**config.mk**
```make
export PLATFORM = sky130hd
export DESIGN_NAME = volume_level_tracker
export DESIGN_NICKNAME = d
export VERILOG_FILES = /design/src/rtl/volume_level_tracker.sv
export SDC_FILE = /design/constraint.sdc
export NUM_CORES = 1
export LEC_CHECK = 0
export BUFFER_PORTS_ARGS = -buffer_cell sky130_fd_sc_hd__buf_2
export CAP_MARGIN = 0
export CORE_MARGIN = 2
export CORE_UTILIZATION = 60
export DETAILED_ROUTE_END_ITERATION = 8
export PLACE_DENSITY = 0.82
export SLEW_MARGIN = 40
export SYNTH_ARGS = -nofsm -noshare
export SYNTH_HDL_FRONTEND = slang
export SYNTH_SLANG_ARGS = --single-unit
```
**constraint.sdc**
```tcl
create_clock -name clock -period 5.95 [get_ports clock]
set_input_delay 0.8925 -clock clock [delete_from_list [all_inputs] [get_ports clock]]
set_output_delay 0.8925 -clock clock [all_outputs]
set_load 0.02 [all_outputs]
```
**src/rtl/volume_level_tracker.sv**
```systemverilog
// Peak-over-window volume meter: 12-bit mic samples -> registered 0..3 level; optional decay via VOLUME_LEVEL_DECAY_EN.
// Latency: state/level_update update on the edge after the window-end strobe.
// Backpressure: none; every sample_en strobe is consumed, back-to-back strobes allowed.
module volume_level_tracker #(
    parameter int          WINDOW = 4000,
    parameter logic [11:0] TH1    = 12'd2300,
    parameter logic [11:0] TH2    = 12'd2700,
    parameter logic [11:0] TH3    = 12'd3200
) (
    input  logic        clock,
    input  logic        reset,
    input  logic        sample_en,
    input  logic [11:0] mic_in,
    output logic [2:0]  state,
    output logic        level_update,
    output logic [11:0] peak_dbg
);

    localparam logic [15:0] LAST_IDX = 16'(WINDOW - 1);

    logic [15:0] count;
    logic [11:0] peak;
    logic [11:0] peak_nxt;
    logic [1:0]  new_lvl;
    logic [2:0]  state_nxt;
    logic        win_end;

    assign win_end  = sample_en && (count == LAST_IDX);
    assign peak_nxt = (mic_in > peak) ? mic_in : peak;
    assign peak_dbg = peak;

    always_comb begin
        new_lvl = 2'd0;
        if (peak_nxt >= TH3)
            new_lvl = 2'd3;
        else if (peak_nxt >= TH2)
            new_lvl = 2'd2;
        else if (peak_nxt >= TH1)
            new_lvl = 2'd1;
    end

`ifdef VOLUME_LEVEL_DECAY_EN
    // Rises jump straight to the new level; falls step down one level per window.
    always_comb begin
        state_nxt = {1'b0, new_lvl};
        if ({1'b0, new_lvl} < state)
            state_nxt = state - 3'd1;
    end
`else
    always_comb begin
        state_nxt = {1'b0, new_lvl};
    end
`endif

    always_ff @(posedge clock or posedge reset) begin
        if (reset) begin
            count        <= 16'd0;
            peak         <= 12'd0;
            state        <= 3'd0;
            level_update <= 1'b0;
        end else begin
            level_update <= 1'b0;
            if (win_end) begin
                state        <= state_nxt;
                level_update <= 1'b1;
                peak         <= 12'd0;
                count        <= 16'd0;
            end else if (sample_en) begin
                peak  <= peak_nxt;
                count <= count + 16'd1;
            end
        end
    end

endmodule

```
# After elaboration in Yosys (flattened, before gate mapping)
# Index checks and enable logic that the tools add are counted.
# Widths: inputs -> output; s select.
[word_totals] memories=0 out_inout_bits=16 reg_bits=31 elab_cells=21 mem_bits_rw=0 mem_bits_ro=0 latchBits=0
[op_classes] n_div=0 n_addsub=1 multipliers=0 bitwise=0 n_reduce_logical=2 eq_ne=1 magnitude_cmp=4 n_shift=0 mux=9
[op_table] cell="$ge 12x12->1 const B" n=3
[op_table] cell="$mux 12" n=3
[op_table] cell="$mux 16" n=2
[op_table] cell="$add 16x1->16 const B" n=1
[op_table] cell="$eq 16x12->1 const B" n=1
[op_table] cell="$gt 12x12->1" n=1
[op_table] cell="$mux 2" n=2
[op_table] cell="$mux 1" n=2
[op_table] cell="$reduce_bool 2->1" n=1
[op_table] cell="$logic_and 1x1->1" n=1

# Depth between registers and ports, before layout
# Gate-level depths: netlist of run 1.
[logic_depth] ltp_word=6 mapped_depth=9 depth_no_buf=9

# Worst setup path after synthesis of run 1
# Ideal clock, no wire load.
[synth_path] kind="input to register" start="input sample_en" end="register peak[10], in the netlist peak_dbg[10]" n_path_buf=2 slack_ps=3246 arrival_ps=2583 path_stages=8 cell_sequence="buf_4 nand4_2 or2_2 nor4_4 inv_2 and3_4 buf_6 a22o_1"
[synth_between] elab_chain_cells=2 word_cells_on_any_way=3 classes_between="mux (1); reduce/logical (2)"
[synth_lines] item="start: declaration" line="12" text="input logic sample_en,"
[synth_lines] item="$logic_and 1x1->1" line="28" text="assign win_end = sample_en && (count == LAST_IDX);"
[synth_lines] item="$mux 12 / $reduce_bool 2->1 (equally long branches)"
[synth_lines] item="end signal: assignment" line="69" text="peak <= peak_nxt;"
[synth_lines] item="end: declaration" line="22" text="logic [11:0] peak;"
# Several ways; a longest one is shown, not always the timed one.
# A chain may end at the register's enable or synchronous reset.

# Worst setup path in the final report of run 1
[layout_path] start="input mic_in[11]" end="register peak[2], in the netlist peak_dbg[2]"
[layout_between] elab_chain_cells=4
[layout_lines] item="start: declaration" line="13" text="input logic [11:0] mic_in,"
[layout_lines] item="$gt 12x12->1" line="29" text="assign peak_nxt = (mic_in > peak) ? mic_in : peak;"
[layout_lines] item="$mux 12" line="29"
[layout_lines] item="$mux 12" line="68" text="end else if (sample_en) begin"
[layout_lines] item="$mux 12" line="63" text="if (win_end) begin"
# No other way between the ends. The select of a mux whose other input is x is not followed.

==> key figures, run 1 <==
Power
  • Final Total Pwr: 0.893 mW
  • Peak supply drop: ~220 uV
  • Pwr dens: between 400 and 500 mW/mm2
  • Leak: approximately 1.0 nW

Global routing
  • First-pass GRT wire length: 6.44 mm
  • Initial antenna violation count: 0
  • Pin count of the biggest net entering global routing: 32
  • GRT overflow: 0
  • Tot GR Track Use: 0.247
  • Vias in the first global route: 1468

Run status
  • Outcome: finished, violations left
  • Failing checks: DRC

Synthesis
  • Cell with the most instances after synthesis: dfrtp_1
  • Post-synth EDFFs: 0
  • Post-synthesis net count: 213
  • Avg Cell Area, Syn: slightly below 10 um2
  • Area contributors post-synth: dfrtp_1 (43%), ha_1 (9.0%), a22o_1 (5.8%), xnor2_1 (4.4%), nand4_1 (3.8%)
  • Register area share after synthesis: 0.430
  • Synth top area share: 0.430
  • Async set-reset flop share out of synthesis: 1.00
  • Top_reg_cell synth: dfrtp_1
  • Synthesis-stage register bit count: 31
  • Cell accounting for the most synthesized area: dfrtp_1
  • Most frequent cells after synthesis: dfrtp_1 (31), inv_1 (16), nor2_1 (16), nand2_1 (15), ha_1 (13)
  • Post-synth cell types: 39
  • Syn. warnings: 0
  • Netlist Area Pre-Place: 0.00180 mm2
  • Post-Synthesis Cells: about 190

Die
  • Die W: 58.8 um
  • Die ar.: 0.00346 mm2
  • Core region area: 0.00281 mm2
  • Die Span Y: 58.8 um
  • I/O pin count: 31
  • Starting Density: 0.643
  • Num rows: 19

STA
  • Final slew viol count: 0
  • Final hold viol count: 0
  • Slew @ Worst Pin: 650 ps
  • Worst Skew: 5.85 ps
  • Finish-stage setup viols: 0
  • Fin crit share: 0.447
  • Fin Setup TNS: 0 ps
  • Fin crit period: 2660 ps
  • Slew headroom: 0.567
  • RSZ-0062 raised after global routing: false
  • Hold slack: 505 ps
  • Fmax achieved: about 0.38 GHz

Cells and area
  • Fillcell total: 231
  • Area Growth Syn to Fin: 13.5%
  • Sequential cell area: slightly below 800 um2
  • Non-Filler Instances: 249
  • Share of layout cells above drive strength 1: 0.216
  • Net count, final: ~250
  • Finished Cell Area: roughly 0.0020 mm2
  • ANT cells: 0
  • Area of the multi-input gates: 938 um2

Clock tree
  • Post-cts sizing count: 0
  • Root Buffer Master: clkbuf_4
  • CTS tree: yes
  • Postcts setup bufs: 0
  • Clock sink count: 31
  • H-tree depth: 2
  • Clock Tree Buf Depth: 2
  • CTS Buf Count: 5
  • # hold bufs at CTS: 0
  • Clock slew at reported path FFs: 100 ps
  • Worst-skew pair later-pin latency: 350 ps

Worst setup path
  • Flop2flop setup slack: ~3500 ps
  • WP buf/inv: 1
  • Crit-path leading delay family: compound AO/OA/AOI/OAI gates
  • Reg2Reg Depth: 8
  • Crit-path max FO: 12
  • CP Capture Type: flop
  • Crit-path max cell delay: 550 ps
  • CP max stage cell: or4_1
  • Crit start category: primary input
  • Worst r2r src: peak_dbg[11]$_DFFE_PP0P_
  • Worst EP arrival: 2950 ps
  • R2r endpoint: peak_dbg[2]$_DFFE_PP0P_
  • Critical path, cell by cell: buf_2, ha_1, nand2_1, or4_1, o21ai_0, a21oi_1, o21ai_2, a22o_1
  • CP Data Required Time: 6240 ps
  • Setup Crit Path Kind: primary input to flop

Drt
  • First DRT Iteration DRCs: 77
  • Routed wire length: 3.92 mm
  • ANT nets after route: 0
  • Remaining DRCs: 4
  • Via density: 6.06
  • DR vias: 1509
  • Post-DR wirelength/cell: 15.8 um
  • Initial DRT Pass Iterations: 6

Place
  • Hpwl dp: about 2.8 mm
  • Port buffer count: 29
  • Cells after DPL: 241
  • GP Congestion: 0.964
  • Dpl cell area: 0.00196 mm2

Min path
  • Hold Path Stages: 1
  • Hold crit path type: flop to flop
  • Worst Hold Launch: count[12]$_DFFE_PP0P_
  • WHS Endpoint: count[12]$_DFFE_PP0P_

Flow run
  • Max Cap Viol: 0
==> report_power, final <==
group | total (mW) | switching [mW] | leakage, nW | internal (mW)
Clock | 0.176 | 0.0766 | 0.0482 | 0.0992
Sequential | 0.340 | 0.0700 | 0.402 | 0.270
Combinational | 0.377 | 0.219 | 0.551 | 0.158
Total | 0.893 | 0.366 | 1.00 | 0.527
==> worst reg2reg max path, delay by kind of cell, from the launching register on <==
family | cells | cell delay (ps)
simple gates | 2 | 630
fa+ha+maj | 1 | 300
flops | 1 | 430
buf+inv | 1 | 80
compound gates | 4 | 980
==> cells by family after synthesis <==
kind of cell | synth area share
and+or+nand+nor | 0.191
AOI/OAI and AO/OA | 0.150
DFF | 0.430
buffers and inverters | 0.0520
xor gates and xnor gates | 0.0680
adders and majority gates | 0.0902
muxes | 0.0166
other | 0.00208
==> metal layers <==
metal	global-route usage	vias up	share of wire
li1	-	723	-
met1	0.327	714	0.45
met2	0.394	60	0.46
met3	0.0703	12	0.071
met4	0.0779	0	0.019
met5	0	-	0
==> area by class of cell <==
class / instances / share of cell area
Sequential cell: 31 / 0.379
Clock buffer: 6 / 0.0250
Multi-Input combinational cell: 133 / 0.458
Inverter: 17 / 0.0312
Tap cell: 31 / 0.0189
Clock inverter: 2 / 0.0171
Timing Repair Buffer: 29 / 0.0709
==> worst max-delay path by stage <==
stage | from | cells after the start | slack [ps] | end
floorplan | sample_en | 8 | 3250 | peak_dbg[10]$_DFFE_PP0P_
global placement | mic_in[11] | 8 | 2820 | peak_dbg[6]$_DFFE_PP0P_
detailed placement | mic_in[11] | 8 | 2690 | peak_dbg[0]$_DFFE_PP0P_
CTS | mic_in[11] | 8 | 3030 | peak_dbg[0]$_DFFE_PP0P_
global route | mic_in[11] | 8 | 3150 | peak_dbg[4]$_DFFE_PP0P_
finish | mic_in[11] | 8 | 3290 | peak_dbg[2]$_DFFE_PP0P_
==> stage by stage <==
step                       util  setup slack (ps)
after floorplan               -              3250
after global placement    0.698              2820
after detailed placement  0.698              2690
after CTS                 0.729              3030
after global routing      0.730              3150
final                     0.730              3290
==> layout by cell type, fill, tap and decap left out, types with 2 or more instances in the layout <==
master | netlist | routed
a21oi_1 | 10 | 10
a22o_1 | 12 | 12
buf_2 | 0 | 29
clkbuf_4 | 0 | 5
dfrtp_1 | 31 | 31
ha_1 | 13 | 13
inv_1 | 16 | 15
inv_2 | 1 | 2
mux2i_1 | 3 | 3
nand2_1 | 15 | 15
nand3_1 | 4 | 4
nand4_1 | 11 | 11
nor2_1 | 16 | 16
nor3_1 | 4 | 4
o21a_1 | 3 | 3
o21ai_0 | 8 | 8
xnor2_1 | 9 | 9
xor2_1 | 5 | 5
==> state kept, by name, summed over array words and instances, names as in the netlist <==
signal,cells
count,16
peak_dbg,12
state,2
level_update,1
Note: power is estimated with default switching activity, not from simulation.
==> inputs of run 2 (changes only) <==
--- a/config.mk
+++ b/config.mk
@@ -8,9 +8,9 @@
 export BUFFER_PORTS_ARGS = -buffer_cell sky130_fd_sc_hd__buf_2
 export CAP_MARGIN = 0
 export CORE_MARGIN = 2
-export CORE_UTILIZATION = 60
+export CORE_UTILIZATION = 50
 export DETAILED_ROUTE_END_ITERATION = 8
-export PLACE_DENSITY = 0.82
+export PLACE_DENSITY = 0.72
 export SLEW_MARGIN = 40
 export SYNTH_ARGS = -nofsm -noshare
 export SYNTH_HDL_FRONTEND = slang
==> constraint.sdc (replaced) <==
create_clock -name clock -period 2.3 [get_ports clock]
set_input_delay 0.345 -clock clock [delete_from_list [all_inputs] [get_ports clock]]
set_output_delay 0.345 -clock clock [all_outputs]
set_load 0.02 [all_outputs]
==> key figures, run 2 (synthesis results as in run 1) <==
Flow run
  • Max Cap Viol: 0

Power
  • Final Total Pwr: 2.34 mW
  • Pwr dens: between 1000 and 1500 mW/mm2
  • Peak supply drop: between 500 and 600 uV
  • Clk pwr share: 0.132
  • Flop pwr share: 0.356
  • Sw Share: 0.426
  • Internal: 1.34 mW
  • Leak: 1.06 nW
  • Switching power total: approximately 1 mW
  • Logic gate share of total power: 0.512

Die
  • I/O pin count: 31
  • Die W: 64.1 um
  • Core region area: 0.00339 mm2
  • Die ar.: between 0.004 and 0.005 mm2
  • Num rows: 21
  • Starting Density: 0.532
  • Die Span Y: 64.1 um

Drt
  • ANT nets after route: 0
  • Routed met2 length: 1.80 mm
  • Routed wire length: 4.17 mm
  • Initial DRT Pass Iterations: 4
  • First DRT Iteration DRCs: around 150
  • DRT met1 WL: 2.01 mm
  • Post-DR wirelength/cell: 14.8 um
  • Top Layer Used: met4
  • Remaining DRCs: 0
  • DR vias: 1569
  • Via density: 5.58
  • Met3 routed WL: 267 um

Clock tree
  • Clock Tree Buf Depth: 2
  • Worst-skew pair later-pin latency: about 340 ps
  • Root Buffer Master: clkbuf_4
  • CTS Buf Count: 5
  • Clock sink count: 31
  • CTS tree: yes
  • H-tree depth: 2
  • Clock slew at reported path FFs: 100 ps

Worst setup path
  • CP Data Required Time: 2510 ps
  • Crit start category: flop
  • R2r endpoint: peak_dbg[10]$_DFFE_PP0P_
  • Setup Crit Path Kind: flop to flop
  • Worst EP arrival: 2410 ps
  • Flop2flop setup slack: 100 ps
  • CP Capture Type: flop
  • Crit-path max FO: 12
  • Reg2Reg Depth: 8
  • Worst r2r src: peak_dbg[10]$_DFFE_PP0P_

Global routing
  • Initial antenna violation count: 0
  • Vias in the first global route: 1577
  • First-pass GRT wire length: 7.23 mm
  • Tot GR Track Use: 0.231
  • GRT overflow: 0
  • Pin count of the biggest net entering global routing: 22

Cells and area
  • Largest register FFs: 16
  • Finished Cell Area: 0.00216 mm2
  • Area Growth Syn to Fin: 19.8%
  • Fillcell total: 296
  • Non-Filler Instances: approximately 280
  • Final core utilization: 0.638
  • Share of layout cells above drive strength 1: 0.260
  • Net count, final: 262
  • Sequential cell area: a little under 800 um2
  • ANT cells: 0
  • Reg with most FFs: count
  • Most frequent cells in the layout: dfrtp_1 (30), buf_2 (29), nor2_1 (16), inv_1 (16), buf_4 (16)
  • Commonest non-fill, non-tap cell in the layout: dfrtp_1
  • Area of the multi-input gates: ~940 um2

STA
  • Final slew viol count: 0
  • Finish-stage setup viols: 0
  • Fmax achieved: 0.456 GHz
  • Fin crit share: 0.955
  • Worst Skew: 12.8 ps
  • Fin Setup TNS: 0 ps
  • Slew headroom: 0.650
  • Hold slack: 237 ps
  • Final WS setup: about 100 ps
  • Fin crit period: 2200 ps
  • Slew @ Worst Pin: 521 ps
  • Final hold viol count: 0
  • RSZ-0062 raised after global routing: false

Place
  • Hpwl dp: 3.33 mm
  • GP Congestion: 0.917
  • Cells after DPL: 271
  • Dpl cell area: 0.00209 mm2
  • Port buffer count: 29
  • Pre-CTS WS: -20.9 ps

Min path
  • Worst Hold Launch: mic_in[0]
  • WHS Endpoint: peak_dbg[0]$_DFFE_PP0P_
  • Hold Path Stages: 2
  • Hold crit path type: primary input to flop

Run status
  • Outcome: completed
run 2: changes by cell type in the layout (fill, tap and decap cells not counted), moves of 2 or more:
cell / previous run / this run
o21ai_0: 8 / 6
o21ai_1: 0 / 3
buf_4: 0 / 16
clkbuf_1: 0 / 2
run 2: how the worst max path moves through the flow:
stage | startpoint | end | slack [ps]
after floorplan | peak_dbg[9]$_DFFE_PP0P_ | peak_dbg[11]$_DFFE_PP0P_ | 20
after global placement | mic_in[10] | peak_dbg[3]$_DFFE_PP0P_ | 20
after detailed placement | mic_in[10] | peak_dbg[6]$_DFFE_PP0P_ | -20
after CTS | peak_dbg[10]$_DFFE_PP0P_ | peak_dbg[10]$_DFFE_PP0P_ | 30
after global routing | peak_dbg[10]$_DFFE_PP0P_ | peak_dbg[10]$_DFFE_PP0P_ | 10
final | peak_dbg[10]$_DFFE_PP0P_ | peak_dbg[10]$_DFFE_PP0P_ | 100
run 2: area by class of cell:
cell class | count | share of cell area
clock inverter | 1 | 0.00231
tap | 46 | 0.0266
multi-input combinational | 133 | 0.434
clock buffer | 7 | 0.0208
sequential | 31 | 0.359
timing repair buffer | 46 | 0.127
inverter | 17 | 0.0295
run 2: metal layers:
metal,up-vias,track usage
li1,758,-
met1,756,0.324
met2,45,0.322
met3,10,0.0669
met4,0,0.114
met5,-,0
run 2: repair_timing:
action	4_1_cts	5_1_grt
resized for setup	0	3
hold endpoints to repair	10	0
buffers inserted	0	1
hold buffers	1	0
setup endpoints to repair	0	14
run 2: power groups by stage:
stage / registers (mW) / clock network (mW) / logic [mW]
floorplan: 0.970 / 0 / 0.617
global placement: 0.837 / 0 / 1.14
detailed placement: 0.839 / 0 / 1.18
CTS: 0.833 / 0.314 / 1.18
global route: 0.858 / 0.339 / 1.33
finish: 0.835 / 0.309 / 1.20
run 2: critical path: stages (launching register included):
cell	delay (ps)
dfrtp_1	400
inv_1	70
ha_1	270
nand2_1	80
or4_1	560
o21ai_1	130
a21oi_2	90
and3_4	230
a22o_1	250
